--- src/rtl/axi_timer_pkg.sv ---
// ============================================================================
//  Module      : axi_timer_pkg
//  Description : Shared definitions for the AXI4-Lite 64-bit timer: register
//                offsets, CTRL/STATUS bit positions, AXI response codes,
//                channel FSM state types and small decode/merge helpers.
//  Revision    : 1.0 - initial release
// ============================================================================
`default_nettype none

package axi_timer_pkg;

  // Register byte offsets (only addr[4:0] is decoded)
  localparam logic [4:0] OFS_CTRL     = 5'h00;
  localparam logic [4:0] OFS_PRESCALE = 5'h04;
  localparam logic [4:0] OFS_COUNT_LO = 5'h08;
  localparam logic [4:0] OFS_COUNT_HI = 5'h0C;
  localparam logic [4:0] OFS_CMP_LO   = 5'h10;
  localparam logic [4:0] OFS_CMP_HI   = 5'h14;
  localparam logic [4:0] OFS_STATUS   = 5'h18;

  // Bit positions
  localparam int CTRL_EN_BIT      = 0;
  localparam int CTRL_IRQ_EN_BIT  = 1;
  localparam int STATUS_MATCH_BIT = 0;

  // AXI response codes
  localparam logic [1:0] RESP_OKAY   = 2'b00;
  localparam logic [1:0] RESP_SLVERR = 2'b10;

  // Write channel FSM: which half of the AW/W pair has been latched
  typedef enum logic [1:0] {
    WR_IDLE   = 2'd0,
    WR_GOT_AW = 2'd1,
    WR_GOT_W  = 2'd2,
    WR_RESP   = 2'd3
  } wr_state_e;

  // Read channel FSM
  typedef enum logic [0:0] {
    RD_IDLE  = 1'b0,
    RD_VALID = 1'b1
  } rd_state_e;

  // Per-register write enables produced by the address decode
  typedef struct packed {
    logic ctrl;
    logic prescale;
    logic cnt_lo;
    logic cnt_hi;
    logic cmp_lo;
    logic cmp_hi;
    logic status;
  } reg_we_t;

  // Byte-lane merge: strb[i] selects byte i of new_val over old_val
  function automatic logic [31:0] apply_wstrb(input logic [31:0] old_val,
                                              input logic [31:0] new_val,
                                              input logic [3:0]  strb);
    logic [31:0] res;
    res = old_val;
    for (int i = 0; i < 4; i++) begin
      if (strb[i]) res[i*8 +: 8] = new_val[i*8 +: 8];
    end
    return res;
  endfunction

  // Word-aligned and inside the implemented register window
  function automatic logic reg_addr_ok(input logic [4:0] a);
    return (a[1:0] == 2'b00) && (a < 5'h1C);
  endfunction

endpackage

`default_nettype wire

--- src/rtl/axi_timer_core.sv ---
// ============================================================================
//  Module      : axi_timer_core
//  Description : Prescaler, 64-bit free-running counter, 64-bit compare
//                register and sticky MATCH flag.
//  Revision    : 1.0 - initial release
//
//  Ports
//    clk        in   system clock
//    nrst       in   asynchronous active-low reset
//    i_en       in   CTRL.EN
//    i_we       in   decoded register write enables (one-cycle strobes)
//    i_wdata    in   write data for the strobed register
//    i_wstrb    in   byte strobes for the strobed register
//    o_count    out  current 64-bit count
//    o_cmp      out  current 64-bit compare value
//    o_prescale out  current prescale value
//    o_match    out  STATUS.MATCH
// ============================================================================
`default_nettype none

module axi_timer_core
  import axi_timer_pkg::*;
(
  input  logic        clk,
  input  logic        nrst,
  input  logic        i_en,
  input  reg_we_t     i_we,
  input  logic [31:0] i_wdata,
  input  logic [3:0]  i_wstrb,
  output logic [63:0] o_count,
  output logic [63:0] o_cmp,
  output logic [15:0] o_prescale,
  output logic        o_match
);

  logic [15:0] r_prescale;
  logic [15:0] r_pcnt;
  logic [63:0] r_count;
  logic [63:0] r_cmp;
  logic        r_match;

  logic        w_tick;
  logic        w_cnt_wr;
  logic        w_w1c;

  assign w_tick   = i_en && (r_pcnt == r_prescale);
  assign w_cnt_wr = i_we.cnt_lo || i_we.cnt_hi;
  assign w_w1c    = i_we.status && i_wstrb[0] && i_wdata[STATUS_MATCH_BIT];

  // A software write to either count word takes priority over the tick and
  // restarts the prescaler so the new value gets a full prescale period.
  always_ff @(posedge clk or negedge nrst) begin
    if (!nrst) begin
      r_pcnt  <= '0;
      r_count <= '0;
    end else if (w_cnt_wr) begin
      r_pcnt <= '0;
      if (i_we.cnt_lo) r_count[31:0]  <= apply_wstrb(r_count[31:0],  i_wdata, i_wstrb);
      if (i_we.cnt_hi) r_count[63:32] <= apply_wstrb(r_count[63:32], i_wdata, i_wstrb);
    end else if (!i_en) begin
      r_pcnt <= '0;
    end else if (w_tick) begin
      r_pcnt  <= '0;
      r_count <= r_count + 64'd1;
    end else begin
      r_pcnt <= r_pcnt + 16'd1;
    end
  end

  always_ff @(posedge clk or negedge nrst) begin
    if (!nrst) begin
      r_prescale <= '0;
      r_cmp      <= '1;
    end else begin
      if (i_we.prescale) begin
        if (i_wstrb[0]) r_prescale[7:0]  <= i_wdata[7:0];
        if (i_wstrb[1]) r_prescale[15:8] <= i_wdata[15:8];
      end
      if (i_we.cmp_lo) r_cmp[31:0]  <= apply_wstrb(r_cmp[31:0],  i_wdata, i_wstrb);
      if (i_we.cmp_hi) r_cmp[63:32] <= apply_wstrb(r_cmp[63:32], i_wdata, i_wstrb);
    end
  end

  // Set condition beats a same-cycle clear, so MATCH cannot be cleared while
  // count is still at or above cmp.
  always_ff @(posedge clk or negedge nrst) begin
    if (!nrst) begin
      r_match <= 1'b0;
    end else if (r_count >= r_cmp) begin
      r_match <= 1'b1;
    end else if (w_w1c) begin
      r_match <= 1'b0;
    end
  end

  assign o_count    = r_count;
  assign o_cmp      = r_cmp;
  assign o_prescale = r_prescale;
  assign o_match    = r_match;

endmodule

`default_nettype wire

--- src/rtl/axi_lite_timer.sv ---
// ============================================================================
//  Module      : axi_lite_timer
//  Description : AXI4-Lite responder exposing a 64-bit free-running timer with
//                64-bit compare and a level interrupt. Holds the AW/W/B and
//                AR/R channel FSMs, the address decode and the read mux.
//  Revision    : 1.0 - initial release
//
//  Build option
//    TIMER_SNAPSHOT_EN : when defined, reading COUNT_LO latches count[63:32]
//                        into a shadow that COUNT_HI then returns.
//
//  Ports
//    clk, nrst                        clock, asynchronous active-low reset
//    awaddr/awprot/awvalid/awready    write address channel (awprot ignored)
//    wdata/wstrb/wvalid/wready        write data channel
//    bresp/bvalid/bready              write response channel
//    araddr/arprot/arvalid/arready    read address channel (arprot ignored)
//    rdata/rresp/rvalid/rready        read data channel
//    irq                              STATUS.MATCH & CTRL.IRQ_EN
// ============================================================================
`default_nettype none

module axi_lite_timer
  import axi_timer_pkg::*;
#(
  parameter int ADDR_WIDTH = 32,
  parameter int DATA_WIDTH = 32
) (
  input  logic                    clk,
  input  logic                    nrst,
  input  logic [ADDR_WIDTH-1:0]   awaddr,
  input  logic [2:0]              awprot,
  input  logic                    awvalid,
  output logic                    awready,
  input  logic [DATA_WIDTH-1:0]   wdata,
  input  logic [DATA_WIDTH/8-1:0] wstrb,
  input  logic                    wvalid,
  output logic                    wready,
  output logic [1:0]              bresp,
  output logic                    bvalid,
  input  logic                    bready,
  input  logic [ADDR_WIDTH-1:0]   araddr,
  input  logic [2:0]              arprot,
  input  logic                    arvalid,
  output logic                    arready,
  output logic [DATA_WIDTH-1:0]   rdata,
  output logic [1:0]              rresp,
  output logic                    rvalid,
  input  logic                    rready,
  output logic                    irq
);

  // ---------------- write channel ----------------
  wr_state_e   r_wr_state;
  logic        r_awready;
  logic        r_wready;
  logic        r_bvalid;
  logic [1:0]  r_bresp;
  logic [4:0]  r_awaddr;
  logic [31:0] r_wdata;
  logic [3:0]  r_wstrb;
  logic [1:0]  r_ctrl;

  logic        w_aw_hs;
  logic        w_w_hs;
  logic        w_commit;
  logic [4:0]  w_wr_addr;
  logic [31:0] w_wr_data;
  logic [3:0]  w_wr_strb;
  logic        w_wr_ok;
  reg_we_t     w_we;

  // ---------------- read channel ----------------
  rd_state_e   r_rd_state;
  logic        r_arready;
  logic        r_rvalid;
  logic [31:0] r_rdata;
  logic [1:0]  r_rresp;
  logic        w_ar_hs;
  logic [4:0]  w_rd_addr;
  logic [31:0] w_rd_mux;

  // ---------------- core ----------------
  logic [63:0] w_count;
  logic [63:0] w_cmp;
  logic [15:0] w_prescale;
  logic        w_match;

  logic        w_unused_ok;
  assign w_unused_ok = ^{awprot, arprot, awaddr[ADDR_WIDTH-1:5], araddr[ADDR_WIDTH-1:5]};

  assign w_aw_hs = awvalid && r_awready;
  assign w_w_hs  = wvalid && r_wready;

  // The write commits on the edge where the second half of the AW/W pair is
  // accepted, so the register update and bvalid appear together one cycle
  // after the completing handshake.
  always_comb begin
    w_commit = 1'b0;
    case (r_wr_state)
      WR_IDLE:   w_commit = w_aw_hs && w_w_hs;
      WR_GOT_AW: w_commit = w_w_hs;
      WR_GOT_W:  w_commit = w_aw_hs;
      default:   w_commit = 1'b0;
    endcase
  end

  assign w_wr_addr = (r_wr_state == WR_GOT_AW) ? r_awaddr : awaddr[4:0];
  assign w_wr_data = (r_wr_state == WR_GOT_W)  ? r_wdata  : wdata;
  assign w_wr_strb = (r_wr_state == WR_GOT_W)  ? r_wstrb  : wstrb;
  assign w_wr_ok   = reg_addr_ok(w_wr_addr);

  always_comb begin
    w_we = '0;
    if (w_commit && w_wr_ok) begin
      case (w_wr_addr)
        OFS_CTRL:     w_we.ctrl     = 1'b1;
        OFS_PRESCALE: w_we.prescale = 1'b1;
        OFS_COUNT_LO: w_we.cnt_lo   = 1'b1;
        OFS_COUNT_HI: w_we.cnt_hi   = 1'b1;
        OFS_CMP_LO:   w_we.cmp_lo   = 1'b1;
        OFS_CMP_HI:   w_we.cmp_hi   = 1'b1;
        OFS_STATUS:   w_we.status   = 1'b1;
        default:      w_we          = '0;
      endcase
    end
  end

  always_ff @(posedge clk or negedge nrst) begin
    if (!nrst) begin
      r_wr_state <= WR_IDLE;
      r_awready  <= 1'b1;
      r_wready   <= 1'b1;
      r_bvalid   <= 1'b0;
      r_bresp    <= RESP_OKAY;
      r_awaddr   <= '0;
      r_wdata    <= '0;
      r_wstrb    <= '0;
    end else begin
      if (w_aw_hs) r_awaddr <= awaddr[4:0];
      if (w_w_hs) begin
        r_wdata <= wdata;
        r_wstrb <= wstrb;
      end
      case (r_wr_state)
        WR_IDLE, WR_GOT_AW, WR_GOT_W: begin
          if (w_commit) begin
            r_wr_state <= WR_RESP;
            r_awready  <= 1'b0;
            r_wready   <= 1'b0;
            r_bvalid   <= 1'b1;
            r_bresp    <= w_wr_ok ? RESP_OKAY : RESP_SLVERR;
          end else if (w_aw_hs) begin
            r_wr_state <= WR_GOT_AW;
            r_awready  <= 1'b0;
          end else if (w_w_hs) begin
            r_wr_state <= WR_GOT_W;
            r_wready   <= 1'b0;
          end
        end
        WR_RESP: begin
          if (bready) begin
            r_wr_state <= WR_IDLE;
            r_awready  <= 1'b1;
            r_wready   <= 1'b1;
            r_bvalid   <= 1'b0;
          end
        end
        default: r_wr_state <= WR_IDLE;
      endcase
    end
  end

  always_ff @(posedge clk or negedge nrst) begin
    if (!nrst) begin
      r_ctrl <= '0;
    end else if (w_we.ctrl && w_wr_strb[0]) begin
      r_ctrl <= w_wr_data[1:0];
    end
  end

  axi_timer_core u_core (
    .clk        (clk),
    .nrst       (nrst),
    .i_en       (r_ctrl[CTRL_EN_BIT]),
    .i_we       (w_we),
    .i_wdata    (w_wr_data),
    .i_wstrb    (w_wr_strb),
    .o_count    (w_count),
    .o_cmp      (w_cmp),
    .o_prescale (w_prescale),
    .o_match    (w_match)
  );

  // ---------------- read path ----------------
  assign w_ar_hs   = arvalid && r_arready;
  assign w_rd_addr = araddr[4:0];

`ifdef TIMER_SNAPSHOT_EN
  logic [31:0] r_count_hi_shadow;

  always_ff @(posedge clk or negedge nrst) begin
    if (!nrst) begin
      r_count_hi_shadow <= '0;
    end else if (w_ar_hs && (w_rd_addr == OFS_COUNT_LO)) begin
      r_count_hi_shadow <= w_count[63:32];
    end
  end
`endif

  // Samples register state as it stands before any same-cycle write commit.
  always_comb begin
    w_rd_mux = '0;
    case (w_rd_addr)
      OFS_CTRL:     w_rd_mux = {30'b0, r_ctrl};
      OFS_PRESCALE: w_rd_mux = {16'b0, w_prescale};
      OFS_COUNT_LO: w_rd_mux = w_count[31:0];
`ifdef TIMER_SNAPSHOT_EN
      OFS_COUNT_HI: w_rd_mux = r_count_hi_shadow;
`else
      OFS_COUNT_HI: w_rd_mux = w_count[63:32];
`endif
      OFS_CMP_LO:   w_rd_mux = w_cmp[31:0];
      OFS_CMP_HI:   w_rd_mux = w_cmp[63:32];
      OFS_STATUS:   w_rd_mux = {31'b0, w_match};
      default:      w_rd_mux = '0;
    endcase
  end

  always_ff @(posedge clk or negedge nrst) begin
    if (!nrst) begin
      r_rd_state <= RD_IDLE;
      r_arready  <= 1'b1;
      r_rvalid   <= 1'b0;
      r_rdata    <= '0;
      r_rresp    <= RESP_OKAY;
    end else begin
      case (r_rd_state)
        RD_IDLE: begin
          if (w_ar_hs) begin
            r_rd_state <= RD_VALID;
            r_arready  <= 1'b0;
            r_rvalid   <= 1'b1;
            r_rdata    <= reg_addr_ok(w_rd_addr) ? w_rd_mux : 32'h0;
            r_rresp    <= reg_addr_ok(w_rd_addr) ? RESP_OKAY : RESP_SLVERR;
          end
        end
        RD_VALID: begin
          if (rready) begin
            r_rd_state <= RD_IDLE;
            r_arready  <= 1'b1;
            r_rvalid   <= 1'b0;
          end
        end
        default: r_rd_state <= RD_IDLE;
      endcase
    end
  end

  assign awready = r_awready;
  assign wready  = r_wready;
  assign bvalid  = r_bvalid;
  assign bresp   = r_bresp;
  assign arready = r_arready;
  assign rvalid  = r_rvalid;
  assign rdata   = r_rdata;
  assign rresp   = r_rresp;
  assign irq     = w_match && r_ctrl[CTRL_IRQ_EN_BIT];

endmodule

`default_nettype wire

--- config.mk ---
export PLATFORM = sky130hd
export DESIGN_NAME = axi_lite_timer
export DESIGN_NICKNAME = d
export VERILOG_FILES = /design/src/rtl/axi_timer_pkg.sv /design/src/rtl/axi_timer_core.sv /design/src/rtl/axi_lite_timer.sv
export SDC_FILE = /design/constraint.sdc
export NUM_CORES = 1
export LEC_CHECK = 0
export BUFFER_PORTS_ARGS = -buffer_cell sky130_fd_sc_hd__buf_2
export CAP_MARGIN = 10
export CORE_ASPECT_RATIO = 1.25
export CORE_MARGIN = 4
export CORE_UTILIZATION = 52
export CTS_BUF_LIST = sky130_fd_sc_hd__clkbuf_4 sky130_fd_sc_hd__clkbuf_8
export DETAILED_ROUTE_END_ITERATION = 8
export PLACE_DENSITY_LB_ADDON = 0.15
export SYNTH_ARGS = -nofsm -noshare
export SYNTH_HDL_FRONTEND = slang
export SYNTH_HIERARCHICAL = 1
export SYNTH_SLANG_ARGS = --single-unit
--- constraint.sdc ---
create_clock -name clk -period 8.5 [get_ports clk]
set_clock_uncertainty 0.05 [all_clocks]
set_input_delay 1.7 -clock clk [delete_from_list [all_inputs] [get_ports clk]]
set_output_delay 1.7 -clock clk [all_outputs]
set_load 0.02 [all_outputs]
Yosys cells after proc, flatten, opt, wreduce, memory -nomap -nowiden
Index checks and enable logic that the tools add are counted.
{ "op_classes": {"reduce_logical": 47, "bitwise": 1, "mux": 55, "addsub": 2, "order_cmp": 3, "n_eq_ne": 30} }
{ "op_table": {"columns": ["op", "n"], "rows": [
  ["$pmux 32 s7", 1],
  ["$mux 64", 3],
  ["$mux 32", 4],
  ["$add 64x1->64 const B", 1],
  ["$ge 64x64->1", 1],
  ["$mux 16", 3],
  ["$mux 8", 4],
  ["$reduce_and 2->1", 16],
  ["$reduce_and 4->1", 8],
  ["$eq 5x5->1 const B", 6],
  ["$mux 1", 23],
  ["$eq 5x4->1 const B", 4],
  ["$add 16x1->16 const B", 1],
  ["$eq 16x16->1", 1],
  ["$logic_and 1x1->1", 12],
  ["$mux 2", 6],
  ["$ne 2x1->1 const B", 6],
  ["$pmux 1 s2", 6],
  ["$eq 5x3->1 const B", 2],
  ["$logic_not 5->1", 2],
  ["$lt 5x5->1 const B", 2],
  ["$ne 3x3->1 const B", 3],
  ["$ne 2x2->1 const B", 4],
  ["$mux 7", 1],
  ["13 further kinds", 18]
]} }
{ "word_totals": {"ff_bits": 248, "wordCells": 172, "output_inout_bits": 42, "input_bits": 113} }

Depth between registers and ports, before layout
Gate-level depths: netlist of the first run.
{ "depth": {"ltp_word": 10, "mapped_depth": 13} }

By module
The synthesis of the first run kept the hierarchy.
{ "modules_own_cells": {"columns": ["module", "area_each_um2", "cells_each", "seq_area_each_um2", "instances"], "rows": [
  ["axi_timer_core", 9854.5, 1033, 4108.9, 1],
  ["axi_lite_timer", 4669.5, 421, 2130.8, 1]
]} }

Worst setup path after synthesis of the first run
No wires, ideal clock.
{ "synth_timing": {"path_type": "input-to-reg", "from": "in awvalid", "to": "reg u_core.r_count[22] (netlist: u_core/o_count[22])", "path_stages": 11, "n_path_buf": 2, "setup_time_ns": 0.127, "arrival_time_ns": 3.753, "slack_ns": 4.570, "cell_sequence": "a21oi_1 > or3_4 > nand3b_4 > nor2_1 > clkbuf_1 > or2_2 > clkbuf_1 > nor2_1 > a21boi_1 > a21oi_1 > o2bb2a_1"} }
{ "synth_rtl": {"columns": ["item", "line_no", "rtl"], "rows": [
  ["from (decl)", "axi_lite_timer.sv:33", "input logic awvalid,"],
  ["to (signal assigned)", "axi_timer_core.sv:58", "if (i_we.cnt_lo) r_count[31:0] <= apply_wstrb(r_count[31:0], i_wdata, i_wstrb);"],
  ["to (signal assigned)", "axi_timer_core.sv:64", "r_count <= r_count + 64'd1;"],
  ["to (decl)", "axi_timer_core.sv:38", "logic [63:0] r_count;"]
]} }

==> results of run 1 <==
-- critical path: cells and delay by family --
family / cells / cell delay, ps
AOI/OAI and AO/OA: 4 / 1180
buffers and inverters: 1 / 110
and+or+nand+nor: 5 / 2600
-- power by group --
group / leakage (µW) / internal [µW] / total, µW / switching, µW
sequential: 0.00316 / 1190 / 1190 / 7.26
combinational: 0.00364 / 37.3 / 133 / 95.6
clock: 0.000531 / 756 / 1250 / 498
-- layer usage --
layer,GRT usage [%],vias up,share of wire (%)
li1,-,5608,-
met1,33.2,5945,41
met2,45.0,400,49
met3,3.99,109,5.6
met4,12.7,0,4.6
met5,0,-,0
-- placed cells by master (no fill, tap or decap), types with 10 or more instances in the layout --
master,instances
sky130_fd_sc_hd__and3_1,23
sky130_fd_sc_hd__nand2_1,130
sky130_fd_sc_hd__a221oi_1,17
sky130_fd_sc_hd__o22ai_1,29
sky130_fd_sc_hd__nand4_1,28
sky130_fd_sc_hd__xor2_1,22
sky130_fd_sc_hd__clkbuf_8,55
sky130_fd_sc_hd__clkbuf_4,12
sky130_fd_sc_hd__mux2_2,161
sky130_fd_sc_hd__buf_2,91
sky130_fd_sc_hd__and2_1,10
sky130_fd_sc_hd__a211oi_1,10
sky130_fd_sc_hd__o2bb2ai_1,16
sky130_fd_sc_hd__buf_4,14
sky130_fd_sc_hd__a31oi_1,14
sky130_fd_sc_hd__mux2i_1,21
sky130_fd_sc_hd__and4_1,12
sky130_fd_sc_hd__o21ai_0,64
sky130_fd_sc_hd__dfrtp_1,179
sky130_fd_sc_hd__nand3_1,47
sky130_fd_sc_hd__a21o_1,32
sky130_fd_sc_hd__nor4_1,16
sky130_fd_sc_hd__ha_1,66
sky130_fd_sc_hd__nor2_1,73
sky130_fd_sc_hd__a222oi_1,17
sky130_fd_sc_hd__inv_1,79
sky130_fd_sc_hd__dfstp_2,67
sky130_fd_sc_hd__nor3_1,23
sky130_fd_sc_hd__a21oi_1,99
-- cell type report --
class,count,area (µm²)
repair buffers,106,576
well taps,350,438
inverters,79,297
multi-input cells,1062,7730
clock inverters,11,158
fillers,2366,11300
clock buffers,67,847
flip-flops and latches,246,6240
-- stage by stage --
stage / setup WS (ps) / total power (µW)
finish: 3290 / 2580
global route: 3190 / 2670
CTS: 3400 / 2610
detailed placement: 2810 / 1350
global placement: 2850 / 1350
floorplan: 4580 / 1270
-- path summary, 6_finish.rpt --
kind	from	end	slack [ps]	cells past startpoint
worst max-delay path	awvalid	u_core/o_count[22]$_DFFE_PN0P_	3290	10
worst min-delay path	rdata[16]$_DFFE_PN0P_	rdata[16]$_DFFE_PN0P_	420	1
worst max register to register	r_wr_state[1]$_DFFE_PN0P_	u_core/o_count[22]$_DFFE_PN0P_	3820	9
worst min register to register	rdata[16]$_DFFE_PN0P_	rdata[16]$_DFFE_PN0P_	420	1
max in group asynchronous	nrst	r_wdata[14]$_DFFE_PN0N_	5760	2
min in group asynchronous	nrst	rdata[29]$_DFFE_PN0P_	1160	1
-- sequential cells by signal, indices dropped and copies added, names as in the netlist --
name / count
u_core/o_cmp: 64
u_core/o_count: 64
r_wdata: 32
rdata: 32
u_core/o_prescale: 16
u_core/r_pcnt: 16
r_awaddr: 5
r_wstrb: 4
r_ctrl: 2
r_wr_state: 2
arready: 1
awready: 1
bresp: 1
bvalid: 1
r_rd_state: 1
rresp: 1
rvalid: 1
u_core/o_match: 1
wready: 1
==> summary.txt, run 1 <==
Clock network
  – Inserted Clock Buffers: 43
  – Post-CTS clock slew at the launch and capture registers of the worst setup and hold paths: 50 ps
  – # H-tree levels: 2
  – Worst-Skew Late Latency: 560 ps
  – Clock root buffer: sky130_fd_sc_hd__clkbuf_8
  – CTS Hold Bufs: 0
  – Post-CTS setup buffer count: 0
  – Buffer levels on the longest clock path: 3
  – Total of cells resized after clock tree synthesis: 0
  – Number of clock sinks: 246
  – TritonCTS clock tree: yes

STA
  – Setup TNS: 0 ps
  – Final worst hold slack: 419 ps
  – Top achievable clock speed: 192 MHz
  – Rel. slew slack: 25.2%
  – Worst Tran Pin Value: 1110 ps
  – RSZ-0062 raised after global routing: no
  – Final Max Slew Viols: 0
  – Final-report hold violation count: 0
  – Final count of negative-setup-slack endpoints: 0
  – Final period demand of the worst path: 5210 ps
  – Final critical-path share of the clock period: 61.3%

Global route
  – Wire length of the first global-routing pass: 65300 µm
  – Number of global-route vias before repair: 12300
  – Maximum number of pins on one net before global-route repair: 110
  – Initial antenna violation count: 0
  – Global-route total usage across every layer: 26.6%
  – Residual overflow from global routing: 0

Floorplanning
  – Core footprint: 27600 µm²
  – Die area: 30700 µm²
  – Number of top-level pins: 155
  – Vertical extent of the die: 195 µm
  – Starting Density: 52.7%
  – Die W: 157 µm
  – Site row count: 68

Drt
  – Number of nets with antenna violations after routing: 0
  – Router iterations before antenna repair: 5
  – WL per Instance: 21.4 µm
  – Total routed wirelength: 41100 µm
  – Number of violations reported at the end of detailed-routing iteration 0: 1086
  – Post-route DRC violation count: 0
  – Vias after detailed routing: 12100
  – Average vias per placed instance: 6.28

Cells and area
  – Area growth, synth to finish: 12.2%
  – Number of nets at the end of the flow: 1717
  – Count of non-filler cells in the finished layout: 1921
  – Layout cell share with drive strength beyond 1: 27.6%
  – Diode count: 0
  – Final design utilization: 59.1%
  – Fin area: 16300 µm²

Placed design
  – Final weighted congestion of routability-driven global placement: 0.931
  – Detailed placer's ending HPWL: 29000 µm
  – Quantity of I/O buffers inserted on ports: 92
  – Number of cells after detailed placement: 1843
  – Placed Instance Area: 15300 µm²

Synthesis
  – Number of warnings reported in the yosys synthesis log: 6
  – Synthesized netlist cell count: 1453
  – Mapped cell area: 14500 µm²
  – Average cell area after synthesis: 9.99 µm²

Critical path
  – Critical Setup Path Class: in2reg
  – Startpoint type of the worst setup path: primary input
  – Worst endpoint data arrival time: 5600 ps
  – Crit-path slowest cell: sky130_fd_sc_hd__or2_2
  – Critical Path, Cell by Cell: buf_2 > a21oi_1 > or3_4 > nand3b_4 > nor2_1 > or2_2 > nor2_1 > a21boi_1 > a21oi_1 > o2bb2a_1
  – Largest stage delay on the critical path: 960 ps
  – Kind of capture point of the worst setup path: flip-flop
  – CP required: 8890 ps
  – Critical path peak fanout: 52

Outcome
  – Run status: finished clean

Power
  – Maximum ir drop on the vdd rail: 0.000119 V
  – Leakage Power: 0.00734 µW
  – Power per Cell Area: 158 nW/µm²

Hold path
  – Min-delay worst type: reg2reg

Job
  – Max_cap viols: 0
No activity file was read; power rests on OpenSTA's default activity.
==> run 2, diff against run 1 <==
==> constraint.sdc (replaced) <==
create_clock -name clk -period 4.99 [get_ports clk]
set_clock_uncertainty 0.05 [all_clocks]
set_input_delay 0.998 -clock clk [delete_from_list [all_inputs] [get_ports clk]]
set_output_delay 0.998 -clock clk [all_outputs]
set_load 0.02 [all_outputs]
==> run 2 against run 1 <==
Against the previous run: design area fell by 0.18%; total power rose by 64%; sequential share of layout area rose by 0.071 points; count of clock-buffer cells in the layout increased by 3; cell count increased by 0.16%; largest cell class unchanged.
==> summary.txt, run 2 (synthesis results as in run 1) <==
Outcome
  – Run status: finished clean

Global route
  – Wire length of the first global-routing pass: 65100 µm (-0.27%)
  – Maximum number of pins on one net before global-route repair: 91 (-17%)
  – Met1 usage in global routing: 33.8% (+0.58 points)
  – M3 GR Usage: 3.76% (-0.22 points)
  – Initial antenna violation count: 0 (unchanged)
  – Global-route total usage across every layer: 26.6% (about the same)
  – Met2 layer usage reported by global route: 45.3% (+0.36 points)
  – Global route hottest layer: met2
  – Residual overflow from global routing: 0 (unchanged)
  – Number of global-route vias before repair: 12100 (-1.4%)

Placed design
  – Worst setup timing slack at the placement stage: 1070 ps (-1730 ps)
  – Quantity of I/O buffers inserted on ports: 92 (unchanged)
  – Final weighted congestion of routability-driven global placement: 0.920 (-1.2%)
  – Detailed placer's ending HPWL: 29500 µm (+1.8%)
  – Number of cells after detailed placement: 1848 (+0.27%)

Critical path
  – Critical path peak fanout: 16 (-69%)
  – Startpoint type of the worst setup path: flip-flop
  – R2R cell count: 9 (unchanged)
  – Worst R2R Setup Slack: 1310 ps (-2510 ps)
  – Kind of capture point of the worst setup path: flip-flop
  – Worst reg2reg path endpoint: u_core/o_count[10]$_DFFE_PN0P_
  – Worst endpoint data arrival time: 4110 ps (-1490 ps)
  – CP required: 5420 ps (-3470 ps)
  – Worst R2R Start: r_wr_state[1]$_DFFE_PN0P_
  – Critical Setup Path Class: reg2reg

Power
  – Power per Cell Area: 260 nW/µm² (+64%)
  – Maximum ir drop on the vdd rail: 0.000221 V (+85%)
  – Leakage Power: 0.00733 µW (-0.13%)

Cells and area
  – Commonest non-fill, non-tap cells in the layout: sky130_fd_sc_hd__dfrtp_1 (179), sky130_fd_sc_hd__mux2_2 (161), sky130_fd_sc_hd__nand2_1 (130)
  – Most common library cell in the layout ignoring fill and taps: sky130_fd_sc_hd__dfrtp_1
  – Layout cell share with drive strength beyond 1: 27.7% (+0.092 points)
  – Area growth, synth to finish: 11.9%
  – Count of non-filler cells in the finished layout: 1924 (+0.16%)
  – FILL cells: 2389 (+0.97%)
  – Number of nets at the end of the flow: 1721 (+0.23%)

STA
  – RSZ-0062 raised after global routing: no
  – Final Max Slew Viols: 0 (unchanged)
  – Setup TNS: 0 ps (unchanged)
  – Rel. slew slack: 26.2% (+0.96 points)
  – Final period demand of the worst path: 3680 ps
  – Final setup margin: 1310 ps (-1980 ps)
  – Final worst hold slack: 333 ps (-86.1 ps)
  – Final-report hold violation count: 0 (unchanged)
  – Final critical-path share of the clock period: 73.7%
  – Final count of negative-setup-slack endpoints: 0 (unchanged)
  – Worst Tran Pin Value: 1100 ps (-14.3 ps)
  – Top achievable clock speed: 272 MHz

Drt
  – Number of violations reported at the end of detailed-routing iteration 0: 913 (-16%)
  – Average vias per placed instance: 6.29 (+0.16%)
  – Number of nets with antenna violations after routing: 0 (unchanged)
  – WL per Instance: 21.4 µm (about the same)
  – Total routed wirelength: 41100 µm (about the same)
  – Post-route DRC violation count: 0 (unchanged)
  – Vias after detailed routing: 12100 (+0.32%)
  – Router iterations before antenna repair: 7 (+2)

Floorplanning
  – Vertical extent of the die: 195 µm (unchanged)
  – Core footprint: 27600 µm² (unchanged)
  – Die W: 157 µm (unchanged)
  – Starting Density: 52.7% (unchanged)
  – Number of top-level pins: 155 (unchanged)
  – Site row count: 68 (unchanged)
  – Die area: 30700 µm² (unchanged)

Clock network
  – Number of clock sinks: 246 (unchanged)
  – Post-CTS clock slew at the launch and capture registers of the worst setup and hold paths: 60 ps (about the same)
  – Clock root buffer: sky130_fd_sc_hd__clkbuf_8
  – CTS Hold Bufs: 0 (unchanged)
  – Total of cells resized after clock tree synthesis: 0 (unchanged)
  – Worst-Skew Late Latency: 560 ps (about the same)
  – # H-tree levels: 2 (unchanged)
  – Buffer levels on the longest clock path: 3 (unchanged)
  – Inserted Clock Buffers: 42 (-2.3%)
  – Post-CTS setup buffer count: 0 (unchanged)
  – TritonCTS clock tree: yes

Hold path
  – Min-delay worst type: in2async

Job
  – Max_cap viols: 0 (unchanged)
## run 2: cell types whose count changed in the layout (fill, tap and decap cells not counted), moves of 2 or more
cell	change
sky130_fd_sc_hd__bufinv_16	-3
sky130_fd_sc_hd__clkinv_2	-3
sky130_fd_sc_hd__clkbuf_8	-2
sky130_fd_sc_hd__clkbuf_4	+5
sky130_fd_sc_hd__buf_12	+2
sky130_fd_sc_hd__buf_4	+3
## run 2: routing by layer
layer	up-vias	wire [µm]
li1	5609	-
met1	5976	16400
met2	416	20700
met3	99	2430
met4	0	1580
met5	-	0
## run 2: power breakdown
group          switching, µW  total (µW)  internal [µW]
registers               11.7        2030           2020
clock network            828        1960           1130
logic                    166         234           68.1
total                   1010        4220           3220
## run 2: worst max path at each step
stage                              start                              to  slack (ps)  cells after the start
2_1_floorplan                    awvalid  u_core/o_count[22]$_DFFE_PN0P_        1770                     11
3_3_place_gp                     awvalid  u_core/o_count[22]$_DFFE_PN0P_        1080                     10
3_5_place_dp                     awvalid  u_core/o_count[22]$_DFFE_PN0P_        1070                     10
4_1_cts        r_wr_state[1]$_DFFE_PN0P_  u_core/o_count[10]$_DFFE_PN0P_        1390                      9
5_1_grt        r_wr_state[1]$_DFFE_PN0P_   u_core/o_count[8]$_DFFE_PN0P_        1000                      9
6_report       r_wr_state[1]$_DFFE_PN0P_  u_core/o_count[10]$_DFFE_PN0P_        1310                      9
## run 2: final cells by class
class | instances | area (µm²) | area share (%)
Clock buffer | 70 | 857 | 5.27
Sequential cell | 246 | 6240 | 38.4
Inverter | 79 | 297 | 1.82
Antenna cell | 1 | 2.50 | 0.0154
Multi-Input combinational cell | 1062 | 7730 | 47.6
Timing Repair Buffer | 111 | 638 | 3.93
Clock inverter | 5 | 52.6 | 0.323
Tap cell | 350 | 438 | 2.69
## run 2: metrics by stage
step | power [µW] | utilization, % | area (µm²)
finish | 4220 | 59.0 | 16300
global route | 4390 | 59.0 | 16300
CTS | 4280 | 59.0 | 16300
global placement | 2300 | 55.7 | 15300
floorplan | 2170 | - | 14500
detailed placement | 2300 | 55.7 | 15300
## run 2: worst max-delay path, stage by stage (launching register included)
cell and delay [ps]:
sky130_fd_sc_hd__dfrtp_1 460, sky130_fd_sc_hd__nand2b_1 360, sky130_fd_sc_hd__mux2_2 430, sky130_fd_sc_hd__nand3b_4 110
sky130_fd_sc_hd__nor2_1 200, sky130_fd_sc_hd__nor2_4 390, sky130_fd_sc_hd__nand2_1 310, sky130_fd_sc_hd__o21ai_1 930
sky130_fd_sc_hd__o21a_1 230, sky130_fd_sc_hd__a2bb2oi_1 140
